<file path="config.mk">
export PLATFORM = sky130hd
export DESIGN_NAME = xup_logic_vector_acc
export DESIGN_NICKNAME = d
export VERILOG_FILES = /design/src/rtl/xup_logic_pkg.sv /design/src/rtl/xup_popcount.sv /design/src/rtl/xup_logic_vector_acc.sv
export SDC_FILE = /design/constraint.sdc
export NUM_CORES = 1
export LEC_CHECK = 0
export BUFFER_PORTS_ARGS = -buffer_cell sky130_fd_sc_hd__buf_2
export CAP_MARGIN = 20
export CORE_ASPECT_RATIO = 1.5
export CORE_MARGIN = 2
export CORE_UTILIZATION = 48
export CTS_CLUSTER_DIAMETER = 60
export DETAILED_ROUTE_END_ITERATION = 10
export GPL_ROUTABILITY_DRIVEN = 0
export PLACE_DENSITY = 0.77
export SETUP_SLACK_MARGIN = 0.1
export SLEW_MARGIN = 20
export SYNTH_ARGS = -nofsm -noshare
export SYNTH_HDL_FRONTEND = slang
export SYNTH_SLANG_ARGS = --single-unit
</file>
<file path="constraint.sdc">
create_clock -name clk -period 4 [get_ports clk]
set_input_delay 0.2 -clock clk [delete_from_list [all_inputs] [get_ports clk]]
set_output_delay 0.2 -clock clk [all_outputs]
set_load 0.01 [all_outputs]
</file>
<file path="src/rtl/xup_logic_pkg.sv">
// Shared definitions for the xup logic-vector blocks.
//   - MODE_* : bitwise operation select codes
//   - state_e: burst controller state encoding
//   - cnt_w(): width of a counter able to hold size*words ones
package xup_logic_pkg;

  localparam logic [1:0] MODE_XNOR = 2'b00;
  localparam logic [1:0] MODE_XOR  = 2'b01;
  localparam logic [1:0] MODE_AND  = 2'b10;
  localparam logic [1:0] MODE_OR   = 2'b11;

  typedef enum logic [1:0] {
    ST_IDLE = 2'b00,
    ST_RUN  = 2'b01,
    ST_DONE = 2'b10
  } state_e;

  function automatic int cnt_w(input int size, input int words);
    return $clog2(size * words + 1);
  endfunction

endpackage

</file>
<file path="src/rtl/xup_popcount.sv">
// Combinational ones-count of a SIZE-bit vector.
//   vec_i : input vector
//   cnt_o : number of set bits, OUT_W wide (zero-extended)
module xup_popcount #(
  parameter int SIZE  = 8,
  parameter int OUT_W = $clog2(SIZE + 1)
) (
  input  logic [SIZE-1:0]  vec_i,
  output logic [OUT_W-1:0] cnt_o
);

  always_comb begin
    cnt_o = '0;
    for (int i = 0; i < SIZE; i++) begin
      cnt_o = cnt_o + OUT_W'(vec_i[i]);
    end
  end

endmodule

</file>
<file path="src/rtl/xup_logic_vector_acc.sv">
// Burst pattern-compare / match-count engine.
// Applies XNOR/XOR/AND/OR (mode latched on start) to WORDS operand pairs,
// registers each result and accumulates the popcount of all results.
//   clk, reset_n        : clock, async active-low reset
//   start, mode         : begin burst (IDLE only), operation select
//   in_valid / in_ready : operand handshake (ready only in RUN)
//   a, b                : operands
//   y, y_valid          : registered result of last accepted word + pulse
//   match_cnt           : running popcount total of the burst
//   all_match           : every result bit of the burst was 1 (valid from done)
//   done, busy          : burst-complete pulse, controller not idle
module xup_logic_vector_acc
  import xup_logic_pkg::*;
#(
  parameter int SIZE  = 8,
  parameter int WORDS = 4,
  localparam int CNT_W = cnt_w(SIZE, WORDS)
) (
  input  logic             clk,
  input  logic             reset_n,
  input  logic             start,
  input  logic [1:0]       mode,
  input  logic             in_valid,
  output logic             in_ready,
  input  logic [SIZE-1:0]  a,
  input  logic [SIZE-1:0]  b,
  output logic [SIZE-1:0]  y,
  output logic             y_valid,
  output logic [CNT_W-1:0] match_cnt,
  output logic             all_match,
  output logic             done,
  output logic             busy
);

  localparam int IDX_W = (WORDS > 1) ? $clog2(WORDS) : 1;
  localparam int MAX_C = SIZE * WORDS;

  state_e           state_q, state_d;
  logic [1:0]       mode_q, mode_d;
  logic [IDX_W-1:0] idx_q, idx_d;
  logic [SIZE-1:0]  y_q, y_d;
  logic             yv_q, yv_d;
  logic [CNT_W-1:0] cnt_q, cnt_d;
  logic             all_q, all_d;

  logic [SIZE-1:0]  res;
  logic [CNT_W-1:0] pc;
  logic [CNT_W-1:0] sum;
  logic             last;

  always_comb begin
    case (mode_q)
      MODE_XNOR: res = ~(a ^ b);
      MODE_XOR:  res = a ^ b;
      MODE_AND:  res = a & b;
      default:   res = a | b;
    endcase
  end

  xup_popcount #(.SIZE(SIZE), .OUT_W(CNT_W)) u_pc (
    .vec_i (res),
    .cnt_o (pc)
  );

  assign sum  = cnt_q + pc;
  assign last = (idx_q == IDX_W'(WORDS - 1));

  always_comb begin
    state_d = state_q;
    mode_d  = mode_q;
    idx_d   = idx_q;
    y_d     = y_q;
    yv_d    = 1'b0;
    cnt_d   = cnt_q;
    all_d   = all_q;
    case (state_q)
      ST_IDLE: begin
        // in_valid is ignored here, even together with start
        if (start) begin
          mode_d  = mode;
          idx_d   = '0;
          cnt_d   = '0;
          all_d   = 1'b0;
          state_d = ST_RUN;
        end
      end
      ST_RUN: begin
        if (in_valid) begin
          y_d   = res;
          yv_d  = 1'b1;
          cnt_d = sum;
          if (last) begin
            // index holds on the last word so it never wraps mid-burst
            state_d = ST_DONE;
            all_d   = (sum == CNT_W'(MAX_C));
          end else begin
            idx_d = idx_q + 1'b1;
          end
        end
      end
      ST_DONE: state_d = ST_IDLE;
      default: state_d = ST_IDLE;
    endcase
  end

  always_ff @(posedge clk or negedge reset_n) begin
    if (!reset_n) begin
      state_q <= ST_IDLE;
      mode_q  <= '0;
      idx_q   <= '0;
      y_q     <= '0;
      yv_q    <= 1'b0;
      cnt_q   <= '0;
      all_q   <= 1'b0;
    end else begin
      state_q <= state_d;
      mode_q  <= mode_d;
      idx_q   <= idx_d;
      y_q     <= y_d;
      yv_q    <= yv_d;
      cnt_q   <= cnt_d;
      all_q   <= all_d;
    end
  end

  assign in_ready  = (state_q == ST_RUN);
  assign busy      = (state_q != ST_IDLE);
  assign done      = (state_q == ST_DONE);
  assign y         = y_q;
  assign y_valid   = yv_q;
  assign match_cnt = cnt_q;
  assign all_match = all_q;

endmodule

</file>
* Yosys cells after proc, flatten, opt, wreduce, memory -nomap -nowiden
Index checks and enable logic that the tools add are counted.
** Word-level totals
- Input bits :: 22
- Word-level logic and storage cells :: 58
- Output and inout bits :: 19
- Bits in registers :: 22
** Cells by class
- Reduce and logical (&&, ||, !) cells :: 10
- Bitwise logic cells :: 4
- Add/subtract/negate cells :: 9
- Equal/unequal tests :: 10
- Muxes and demuxes :: 18
** Operator list (count)
- $add 6x1->6 :: 6
- $pmux 8 s3 :: 1
- $mux 2 :: 6
- $mux 6 :: 2
- $pmux 6 s2 :: 1
- $and 8x8->8 :: 1
- $not 8->8 :: 1
- $or 8x8->8 :: 1
- $pmux 2 s2 :: 2
- $reduce_and 4->1 :: 2
- $xor 8x8->8 :: 1
- $add 6x6->6 :: 1
- $eq 2x2->1 const B :: 3
- $eq 6x6->1 const B :: 1
- $ne 2x2->1 const B :: 3
- $reduce_and 3->1 :: 2
- $mux 1 :: 5
- $eq 2x1->1 const B :: 2
- $logic_not 2->1 :: 2
- $reduce_and 2->1 :: 2
- $reduce_bool 2->1 :: 2
- $add 1x1->2 :: 1
- $add 2x1->2 const B :: 1
- $ne 2x1->1 const B :: 1
- $pmux 1 s2 :: 1

* Depth between registers and ports, before layout
- Depth after elaboration :: 15
- Depth in mapped cells :: 20
- Mapped depth without buffers :: 20

* Cells and area by module
A second synthesis with hierarchy kept.
** Second synthesis, totals
- Cells, all modules :: 198
- Area total of the unflattened synthesis :: 1865.5 um^2
** By module, submodules not included
- xup_logic_vector_acc :: cells an instance 174, area an instance 1667.8 um^2, seq. area each 550.5 um^2, instances 1
- xup_popcount :: cells an instance 24, area an instance 197.7 um^2, seq. area each 0.0 um^2, instances 1

* Worst setup path before layout
OpenSTA, ideal clock, no wires.
- Kind :: flip-flop to flip-flop
- From :: register mode_q[1]
- To :: register all_q, in the netlist all_match
- Data required time :: 3.896 ns
- Path buffers :: 1
- Data arrival time :: 3.910 ns
- Library setup time :: 0.104 ns
- Stages on the path, launching flop included :: 18
- Path slack :: -0.013 ns
- Clock period less this slack :: 4.013 ns
- Cells stage by stage :: dfrtp_1 > clkbuf_1 > nor2_1 > a21oi_1 > nand2_1 > o21ai_0 > ha_1 > inv_1 > fa_1 > fa_1 > inv_1 > fa_1 > ha_1 > inv_1 > fa_1 > xor2_1 > nand4b_1 > o41ai_2
** On the way
- Word-level cells in the longest chain between the ends :: 14
- Elaborated cells on any way between the ends :: 16
- Those cells by class :: 8 x add/sub; 3 x eq/ne; 4 x mux; 1 x reduce/logical
** Ends and longest elaborated chain
- start: declaration :: RTL line xup_logic_vector_acc.sv:39 : logic [1:0] mode_q, mode_d;
- start signal: assignment :: RTL line xup_logic_vector_acc.sv:117 : mode_q <= mode_d;
- $eq 2x2->1, or another cell as far along :: RTL line xup_logic_vector_acc.sv:52 : case (mode_q)
- $pmux 8 s3 (*) :: RTL line xup_logic_vector_acc.sv:52
- via res[1] :: RTL line xup_logic_vector_acc.sv:46 : logic [SIZE-1:0] res;
- $add 1x1->2 (*) :: RTL line xup_popcount.sv:15 : cnt_o = cnt_o + OUT_W'(vec_i[i]);
- $add 6x1->6 (*) (6 in series) :: RTL line xup_popcount.sv:15
- $add 6x6->6 (*) :: RTL line xup_logic_vector_acc.sv:65 : assign sum = cnt_q + pc;
- $eq 6x6->1 (*) :: RTL line xup_logic_vector_acc.sv:95 : all_d = (sum == CNT_W'(MAX_C));
- $mux 1 (*) :: RTL line xup_logic_vector_acc.sv:92 : if (last) begin
- $mux 1 (*) :: RTL line xup_logic_vector_acc.sv:88 : if (in_valid) begin
- $pmux 1 s2 (*) :: RTL line xup_logic_vector_acc.sv:76 : case (state_q)
- end signal: assignment :: RTL line xup_logic_vector_acc.sv:122 : all_q <= all_d;
- end: declaration :: RTL line xup_logic_vector_acc.sv:44 : logic all_q, all_d;
The timed path passes the listed nets; every way through them passes the cells marked *. The select of a mux whose other input is x is not followed.
A chain may end at the register's enable or synchronous reset.

* Worst setup path after layout
Ends and elaborated chain as after synthesis.

==> results.cfg <==
[route]
postRouteAntennaNets = 0
vias_per_cell = 5.10
vias = 1408
drc = 0
dr.pass1.iters = 3
first_iter_violations = 21
wl_mm = 3.42
wl_per_cell_um = 12.4

[final_layout]
fin_nets = 290
multi_input_area_um2 = 1110
seqCellArea_um2 = 552
fillers = 295
drive_above_1_share_pct = 33.8
antenna_cells = 0
final_area_um2 = 2140
utilization_pct = 62.8
syn2layout_area_growth_pct = 23.9

[placement]
port_buffers = 40
place_area_um2 = 2010
hpwl_mm = 2.67

[clocking]
cts_buffers = 3
clkSlewWorstSetupHoldPaths_ps = 80
cts-root-buf = clkbuf_8
clock_sinks = 22
clock_path_buffers = 2
clk_latency_ps = 270
h-tree-depth = 1
cts_tree = done

[worst_setup_path]
crit_chain = nor2_4 -> a21oi_2 -> nand2_1 -> o21ai_2 -> ha_1 -> inv_1 -> fa_1 -> fa_1 -> inv_1 -> fa_1 -> ha_2 -> buf_4 -> a211oi_2 -> o21bai_1 -> a21oi_2 -> xor2_1 -> o41ai_2
crit_family = adder cells
worstSetupStartpointType = flip-flop
crit_fanout = 8
crit_buf_inv = 3
crit_path_max_incr_delay_ps = 500
reg2regPathDepth = 17
arrival_ps = 4100
crit_top_cell = fa_1
critPathCaptureType = flip-flop
worst-path-stages = 17
critPathKind = reg -> reg
worstPathRequired_ps = 4180
cp_slowest_cell = dfrtp_2

[timing]
worst-slew-pin-transition_ps = 487
fin_crit_ps = 3920
hold_violations = 0
fin_skew_ps = 1.94
fmax_ghz = 0.255
rsz0062_at_grt = true
slew_headroom_pct = 67.3
holdWs_ps = 151
drv_slew = 0
tns_ps = 0
period_share_pct = 98.0
setup_viol = 0

[die]
die_area_um2 = 4110
num_rows = 26
core_area_um2 = 3420
ioPinCount = 41
initial_core_util_pct = 50.7
die_w_um = 53.0
die_y_um = 77.5

[job]
cap_violations = 0

[global_route]
antenna_found_initial = 0
grt_use_total_pct = 19.3
grt_pass1_wl_mm = 5.94
grt_pass1_vias = 1426
grt_max_degree = 23
grt.overflow.total = 0

[logic_synthesis]
ys_types = 31
synthDominantCellAreaShare_pct = 31.8
synth_seq_area_share_pct = 31.8
syn_nets = 242
synth_seq_cells = 22
syn_inst = 187
synth.area.top_cells = dfrtp_1 32%, ha_1 21%, inv_1 6.1%
postSynthAreaPerCell_um2 = 9.25
synthesis.area_um2 = 1730
synth_top_cell_by_area = dfrtp_1
ys_warn_count = 0

[worst_hold_path]
hold_class = in -> reg
whs_path_depth = 2

[run_status]
outcome = finished, final reports clean
==> state kept, by name, indices dropped and copies added (netlist names) <==
name       flops
all_match      1
idx_q          2
match_cnt      6
mode_q         2
state_q        2
y              8
y_valid        1
==> through the flow <==
step                      cells  setup slack [ps]
after CTS                   276              89.9
final                       276              80.7
after global placement      269             -78.9
after global routing        276              -105
after detailed placement    269              -113
after floorplan             187               140
==> layout make-up <==
type	instances	area share [%]
clock buffer	4	2.57
timing repair buffer	48	12.3
inverter	29	5.31
tap	42	2.45
multi-input combinational	131	51.7
sequential	22	25.7
==> path summary, 6_finish.rpt <==
path                                             to  slack, ps                   from
max                           all_match$_DFFE_PN0P_         80  mode_q[1]$_DFFE_PN0P_
min                          state_q[0]$_DFFE_PN0P_        150               in_valid
max reg2reg                   all_match$_DFFE_PN0P_         80  mode_q[1]$_DFFE_PN0P_
min reg2reg                        y[7]$_DFFE_PN0P_        480       y[7]$_DFFE_PN0P_
max in group asynchronous     mode_q[1]$_DFFE_PN0P_       3230                reset_n
min in group asynchronous  match_cnt[2]$_DFFE_PN0P_        420                reset_n
==> placed cells by master, fill, tap and decap left out, types with 2 or more instances in the layout <==
cell type,synthesis,layout
a22o_1,4,4
o21ai_0,15,12
a21oi_1,14,10
buf_4,0,7
clkbuf_8,0,4
fa_1,4,3
ha_1,29,28
nor2b_1,5,5
nor2_1,7,5
o21ai_2,0,2
a21o_1,4,4
inv_1,28,27
nand2_1,16,16
mux2_2,7,7
a21oi_2,0,4
buf_2,1,40
nand2b_1,8,8
nor2_4,0,2
dfrtp_1,22,21
a31oi_1,2,2
==> synthesized netlist by cell type <==
cell type,count
buf_2,1
nand2_2,1
a22o_1,4
xnor2_1,2
or2_4,1
a211oi_1,1
clkbuf_1,4
dfrtp_1,22
and2_4,1
inv_1,28
fa_1,4
or2_2,1
xor2_1,2
nand4b_1,1
o31ai_1,1
a21oi_1,14
a31oi_1,2
nand3_1,1
and2b_1,1
a21o_1,4
nand2b_1,8
nor2b_1,5
o21bai_1,1
inv_6,1
ha_1,29
nand2_1,16
o41ai_2,1
mux2_2,7
a311oi_1,1
o21ai_0,15
nor2_1,7
==> metal layers <==
layer / vias up / part of all wire, % / GRT usage (%)
li1: 715 / - / -
met1: 655 / 39 / 20.2
met2: 31 / 55 / 36.9
met3: 7 / 3.6 / 2.50
met4: 0 / 2.3 / 6.92
met5: - / 0 / 0
==> cells by family after synthesis <==
logic type / after synthesis / share of synthesized area (%)
compound gates: 44 / 15.6
simple gates: 43 / 12.7
buf+inv: 34 / 7.74
fa+ha+maj: 33 / 25.6
flops: 22 / 31.8
mux: 7 / 4.56
xor+xnor: 4 / 2.02
==> timing repair <==
| item | 4_1_cts | 5_1_grt |
|---|---|---|
| hold buffers | 1 | 0 |
| resized for setup | 7 | 7 |
| hold endpoints to repair | 22 | 0 |
| setup buffers | 2 | 0 |
| pin swaps | 7 | 5 |
| endpoints found under the setup margin | 3 | 3 |
Power is not shown: default switching activity piles up to over one toggle a cycle in this logic, so the estimate is an artifact.
